===== src/rtl/keypad_scanner_pkg.sv =====
// Shared constants and helpers for the 4x4 keypad scanner.
// Optional build macro: KEYPAD_MULTIKEY_REJECT_EN (consumed by keypad_scanner).
package keypad_pkg;

  localparam int NUM_ROWS = 4;
  localparam int NUM_COLS = 4;

  // Column drive value after reset: column 0 selected.
  localparam logic [NUM_COLS-1:0] COL_RESET = 4'b0001;

  // Key codes indexed by {row_idx, col_idx}; entry 0 is row 0 / col 0.
  //   r0: 1 2 3 A    r1: 4 5 6 B    r2: 7 8 9 C    r3: E 0 F D
  localparam logic [15:0][3:0] KEY_MAP = {
    4'hD, 4'hF, 4'h0, 4'hE,   // row 3, cols 3..0
    4'hC, 4'h9, 4'h8, 4'h7,   // row 2
    4'hB, 4'h6, 4'h5, 4'h4,   // row 1
    4'hA, 4'h3, 4'h2, 4'h1    // row 0
  };

  // Index of the lowest set bit; a multi-bit input resolves to the lowest index.
  function automatic logic [1:0] onehot_to_idx(input logic [3:0] v);
    logic [1:0] idx;
    idx = 2'd0;
    for (int i = 3; i >= 0; i--) begin
      if (v[i]) idx = 2'(i);
    end
    return idx;
  endfunction

  // True when more than one bit of v is set.
  function automatic logic multi_bit(input logic [3:0] v);
    return (v & (v - 4'd1)) != 4'd0;
  endfunction

endpackage


===== src/rtl/keypad_scanner_if.sv =====
// Keypad scanner signal bundle: host side (master) and scanner side (slave).
interface keypad_scanner_if;

  logic        enable_scan;
  logic [3:0]  row;
  logic [3:0]  col;
  logic [3:0]  row_stable;
  logic [11:0] pressed_value;
  logic        key_valid;

  // Host / capture side: drives scan control and the raw keypad rows.
  modport master (
    output enable_scan,
    output row,
    input  col,
    input  row_stable,
    input  pressed_value,
    input  key_valid
  );

  // Scanner side.
  modport slave (
    input  enable_scan,
    input  row,
    output col,
    output row_stable,
    output pressed_value,
    output key_valid
  );

endinterface


===== src/rtl/keypad_scanner_sync_chain.sv =====
// Multi-flop synchronizer for asynchronous inputs; clears asynchronously.
module sync_chain #(
  parameter int WIDTH  = 4,
  parameter int STAGES = 2
) (
  input  logic             clk,
  input  logic             reset,
  input  logic [WIDTH-1:0] d_i,
  output logic [WIDTH-1:0] q_o
);

  logic [STAGES-1:0][WIDTH-1:0] stage_q;

  // Shift the raw input through STAGES flops; stage 0 samples the pin.
  always_ff @(posedge clk or posedge reset) begin
    if (reset) begin
      stage_q <= '0;
    end else begin
      stage_q <= {stage_q[STAGES-2:0], d_i};
    end
  end

  assign q_o = stage_q[STAGES-1];

endmodule


===== src/rtl/keypad_scanner.sv =====
// 4x4 keypad column scanner: one-hot column rotation, row synchronization,
// post-rotation blanking and key encoding for the capture FSM.
// Optional build macro: KEYPAD_MULTIKEY_REJECT_EN -- when defined, a row
// pattern with more than one bit set is treated as no key.
module keypad_scanner
  import keypad_pkg::*;
#(
  parameter int SCAN_DIV    = 12000,
  parameter int SYNC_STAGES = 2
) (
  input  logic             clk,
  input  logic             reset,
  keypad_scanner_if.slave  bus
);

  localparam int CNT_W   = (SCAN_DIV > 2) ? $clog2(SCAN_DIV) : 1;
  localparam int BLANK_W = $clog2(SYNC_STAGES + 2);

  localparam logic [CNT_W-1:0]   CNT_LAST   = CNT_W'(SCAN_DIV - 1);
  localparam logic [BLANK_W-1:0] BLANK_LOAD = BLANK_W'(SYNC_STAGES + 1);

  logic [CNT_W-1:0]   cnt_q,   cnt_d;
  logic [3:0]         col_q,   col_d;
  logic [BLANK_W-1:0] blank_q, blank_d;
  logic [3:0]         row_stable_q, row_stable_d;
  logic [11:0]        pressed_q,    pressed_d;
  logic               valid_q,      valid_d;

  logic [3:0] sync_row;
  logic [3:0] row_eff;
  logic [1:0] row_idx;
  logic [1:0] col_idx;
  logic       col_change;

  // Row pins are asynchronous to clk; bring them into the clock domain.
  sync_chain #(
    .WIDTH  (NUM_ROWS),
    .STAGES (SYNC_STAGES)
  ) u_row_sync (
    .clk   (clk),
    .reset (reset),
    .d_i   (bus.row),
    .q_o   (sync_row)
  );

  // Dwell counter and column rotation; both freeze while scanning is disabled.
  assign col_change = bus.enable_scan && (cnt_q == CNT_LAST);

  always_comb begin
    cnt_d = cnt_q;
    col_d = col_q;
    if (bus.enable_scan) begin
      if (cnt_q == CNT_LAST) begin
        cnt_d = '0;
        col_d = {col_q[2:0], col_q[3]};
      end else begin
        cnt_d = cnt_q + CNT_W'(1);
      end
    end
  end

  // Blank window: reload on every column change, then count down and park at 0.
  always_comb begin
    blank_d = blank_q;
    if (col_change) begin
      blank_d = BLANK_LOAD;
    end else if (blank_q != '0) begin
      blank_d = blank_q - BLANK_W'(1);
    end
  end

  // Encode the synchronized row; outputs only update once the blank window is over.
  always_comb begin
    row_eff = sync_row;
`ifdef KEYPAD_MULTIKEY_REJECT_EN
    if (multi_bit(sync_row)) row_eff = 4'd0;
`endif
    row_idx      = onehot_to_idx(row_eff);
    col_idx      = onehot_to_idx(col_q);
    row_stable_d = 4'd0;
    valid_d      = 1'b0;
    pressed_d    = pressed_q;
    if ((blank_d == '0) && (row_eff != 4'd0)) begin
      row_stable_d = row_eff;
      valid_d      = 1'b1;
      pressed_d    = {4'(4'b0001 << row_idx), col_q, KEY_MAP[{row_idx, col_idx}]};
    end
  end

  // State and registered outputs.
  always_ff @(posedge clk or posedge reset) begin
    if (reset) begin
      cnt_q        <= '0;
      col_q        <= COL_RESET;
      blank_q      <= BLANK_LOAD;
      row_stable_q <= 4'd0;
      pressed_q    <= 12'd0;
      valid_q      <= 1'b0;
    end else begin
      cnt_q        <= cnt_d;
      col_q        <= col_d;
      blank_q      <= blank_d;
      row_stable_q <= row_stable_d;
      pressed_q    <= pressed_d;
      valid_q      <= valid_d;
    end
  end

  assign bus.col           = col_q;
  assign bus.row_stable    = row_stable_q;
  assign bus.pressed_value = pressed_q;
  assign bus.key_valid     = valid_q;

endmodule

===== src/flat_wrapper.sv =====
// flat-port wrapper written by rule: the top's interface ports become plain ports
module keypad_scanner_flat import keypad_pkg::*;
#(
  parameter int SCAN_DIV    = 12000,
  parameter int SYNC_STAGES = 2
)
  (clk, reset, bus_enable_scan, bus_row, bus_col, bus_row_stable, bus_pressed_value, bus_key_valid);
  keypad_scanner_if bus_i ();
  input  logic clk;
  input  logic reset;
  input wire logic [$bits(bus_i.enable_scan)-1:0] bus_enable_scan;
  input wire logic [$bits(bus_i.row)-1:0] bus_row;
  output wire logic [$bits(bus_i.col)-1:0] bus_col;
  output wire logic [$bits(bus_i.row_stable)-1:0] bus_row_stable;
  output wire logic [$bits(bus_i.pressed_value)-1:0] bus_pressed_value;
  output wire logic [$bits(bus_i.key_valid)-1:0] bus_key_valid;
  assign bus_i.enable_scan = bus_enable_scan;
  assign bus_i.row = bus_row;
  assign bus_col = bus_i.col;
  assign bus_row_stable = bus_i.row_stable;
  assign bus_pressed_value = bus_i.pressed_value;
  assign bus_key_valid = bus_i.key_valid;
  keypad_scanner #(.SCAN_DIV(SCAN_DIV), .SYNC_STAGES(SYNC_STAGES)) u_core (.clk(clk), .reset(reset), .bus(bus_i));
endmodule

===== config.mk =====
export PLATFORM = sky130hd
export DESIGN_NAME = keypad_scanner_flat
export DESIGN_NICKNAME = d
export VERILOG_FILES = /design/src/rtl/keypad_scanner_pkg.sv /design/src/rtl/keypad_scanner_if.sv /design/src/rtl/keypad_scanner_sync_chain.sv /design/src/rtl/keypad_scanner.sv /design/src/flat_wrapper.sv
export SDC_FILE = /design/constraint.sdc
export NUM_CORES = 1
export LEC_CHECK = 0
export ABC_AREA = 1
export CORE_MARGIN = 3
export CORE_UTILIZATION = 40
export CTS_BUF_LIST = sky130_fd_sc_hd__clkbuf_4 sky130_fd_sc_hd__clkbuf_8
export CTS_CLUSTER_DIAMETER = 150
export DETAILED_ROUTE_END_ITERATION = 12
export HOLD_SLACK_MARGIN = 0.05
export SYNTH_ARGS = -nofsm -noshare
export SYNTH_HDL_FRONTEND = slang
export SYNTH_SLANG_ARGS = --single-unit

===== constraint.sdc =====
create_clock -name clk -period 2.4 [get_ports clk]
set_input_delay 0.72 -clock clk [delete_from_list [all_inputs] [get_ports clk]]
set_output_delay 0.72 -clock clk [all_outputs]
set_load 0.005 [all_outputs]

==> impl_metrics.csv <==
group,metric,value,unit
routing,ant_nets,0,
sta,finClkSkew,0.0100,ns
worst_setup_path,start_kind,"flop",
worst_setup_path,r2r_setup_slack,0.66,ns
hold_path,hold_class,"reg -> reg",
cells_and_area,final_cell_mix,"nand2_1, dfrtp_1, inv_1, nor2_1, clkdlybuf4s50_1",
cts,cts-buffers-inserted,5,
cts,cts_tree,"built",
worst_setup_path,crit_slowest_cell,"dfstp_2",
cts,path_clk_slew,0.09,ns
cts,cts_sinks,45,
die,start_util,43.0,%
worst_setup_path,path_depth,1,
cells_and_area,drive_gt1_share,10.3,%
worst_setup_path,crit_path_end,"bus_col[0]",
worst_setup_path,cp.buffers_inverters,1,
die,fp.dieH,78.7,µm
die,die_x,78.7,µm
routing,num_vias,1607,
routing,drcViolationCount,0,
cts,clock-root-buffer,"clkbuf_8",
die,dieArea,0.00619,mm²
synth,synth_cell_type_count,30,
synth,syn-num-nets,260,
synth,ys_warn_count,0,
worst_setup_path,cpLargestDelayFamily,"flip-flops",
cts,htreeDepth,2,
die,ios,28,
worst_setup_path,max_stage_delay,0.55,ns
sta,hold_viol_final,0,
sta,min_period_over_period,86.1,%
outcome,status,"complete, no violations",
placed_design,placed_area,0.00246,mm²
cts,clockBufferDepth,2,
sta,max_freq,484,MHz
synth,synth-seq-cells,45,
job,cap_viol_max_count,0,
synth,syn_area,0.00211,mm²
cts,cts_hold_buffers,0,
sta,whs,0.356,ns
worst_setup_path,crit_chain,"clkdlybuf4s50_1",
placed_design,dp.cells,340,
sta,rsz0062_at_grt,"false",
cells_and_area,nets,292,
routing,drt-vias-per-instance,4.62,
synth,ys_seq_area_share,53.5,%
grt,grt_overflow,0,
worst_setup_path,crit_fanout,3,
sta,slew_violations,0,
pwr,leakagePower,0.00131,µW
routing,wire_per_inst,11.9,µm
cts,cts_resized,0,
grt,antenna_found_initial,0,
cts,cts_setup_buffers,0,
routing,first_pass_iters,4,
cells_and_area,final_area,0.00257,mm²
placed_design,io_buffers,27,
worst_setup_path,r2r_start,"u_core.bus.col[1]",
routing,drtIter0Drc,86,
cells_and_area,diodes,0,
routing,wl,4130,µm
grt,grt_pass1_wl,7530,µm
cts,clock_latency,0.30,ns
sta,fin_crit,2.07,ns
cells_and_area,area_growth,21.7,%
worst_setup_path,worstReg2RegEnd,"u_core.bus.pressed_value[1]",
die,core_area,0.00491,mm²
sta,tns,0,ns
grt,grt_pass1_vias,1645,
worst_setup_path,crit_type,"reg -> out",
synth,synth.avg_cell_area,8.52,µm²
worst_setup_path,worst_ep_arrival_time,1.35,ns
pwr,p_per_area,728,mW/mm²
worst_setup_path,worstSetupStartpoint,"u_core.bus.col[0]",
cells_and_area,layout_commonest_cell,"nand2_1",
sta,tightest_slew,0.365,ns
placed_design,place_congestion,0.810,
hold_path,hold_depth,0,
sta,max-slew-margin-rel,75.6,%
pwr,p_total,1870,µW
cells_and_area,stdcell_count,348,
pwr,peakVddDrop,0.319,mV
synth,synthCells,248,
grt,grtUsageTotal,15.5,%
placed_design,hpwl,3040,µm
grt,grt_max_degree,46,
worst_setup_path,endpoint_kind,"output port",
die,fp-row-count,25,
worst_setup_path,r2r_cells,10,
worst_setup_path,crit_required,1.68,ns
sta,setup_viol,0,
## power by group
group / total [µW] / leakage (µW) / switching [µW] / internal (µW)
Clock: 575 / 0.0000585 / 263 / 312
Combinational: 324 / 0.000750 / 185 / 139
Sequential: 971 / 0.000500 / 109 / 862
Total: 1870 / 0.00131 / 557 / 1310
## worst min path at each step
stage,slack (ns),from,end
2_1_floorplan,0.33,u_core.u_row_sync.stage_q[0],u_core.u_row_sync.q_o[0]
3_3_place_gp,0.33,u_core.u_row_sync.stage_q[2],u_core.u_row_sync.q_o[2]
3_5_place_dp,0.34,u_core.u_row_sync.stage_q[1],u_core.u_row_sync.q_o[1]
4_1_cts,0.36,u_core.u_row_sync.stage_q[1],u_core.u_row_sync.q_o[1]
5_1_grt,0.38,u_core.u_row_sync.stage_q[1],u_core.u_row_sync.q_o[1]
6_report,0.36,u_core.u_row_sync.stage_q[1],u_core.u_row_sync.q_o[1]
## layer usage
metal | wire, µm | vias up | track usage, %
met5 | 0 | - | 0
met4 | 64 | 0 | 5.24
met3 | 126 | 5 | 3.67
met2 | 1970 | 27 | 24.4
met1 | 1970 | 751 | 20.9
li1 | - | 824 | -
## stage by stage
step / setup WS (ns) / util (%)
after CTS: 0.316 / 52.4
after global placement: 0.264 / 50.1
final: 0.334 / 52.4
after detailed placement: 0.234 / 50.1
after floorplan: 0.626 / -
after global routing: 0.287 / 52.4
## registers in the layout (all words and copies together), names as in the netlist
register,cells
u_core.blank_q,2
u_core.bus.row_stable,4
u_core.bus.col,4
u_core.cnt_q,14
u_core.bus.key_valid,1
u_core.u_row_sync.q_o,4
u_core.u_row_sync.stage_q,4
u_core.bus.pressed_value,12
## Yosys cell counts (all sizes together)
cell type  count  share of area, %
a21boi         1              0.36
a21oi          6               1.6
and2           1              0.30
buf            5               2.0
clkinv         1              0.24
dfrtp         42                50
dfstp          3               3.7
ha             5               3.0
inv           33               6.0
nand2         78                15
nand3         14               3.6
nand4          4               1.2
nor2          32               6.7
nor3           3              0.71
nor3b          2              0.71
o21ai         14               4.0
o21bai         1              0.36
or2            1              0.30
xnor2          1              0.41
xor2           1              0.41
## cell families after synthesis
kind of cell | count (synthesis) | share of synthesized area, %
compound gates | 22 | 6.34
xor+xnor | 2 | 0.830
flops | 45 | 53.5
buf+inv | 39 | 8.23
fa+ha+maj | 5 | 2.96
simple gates | 135 | 28.1
## cell type report
cell class,count,area [µm²]
multi-input cells,164,808
clock buffers,5,68.8
clock inverters,3,43.8
repair buffers,30,305
flip-flops and latches,45,1130
well taps,67,83.8
inverters,34,131
fillers,494,2340
No activity file was read; power rests on OpenSTA's default activity.
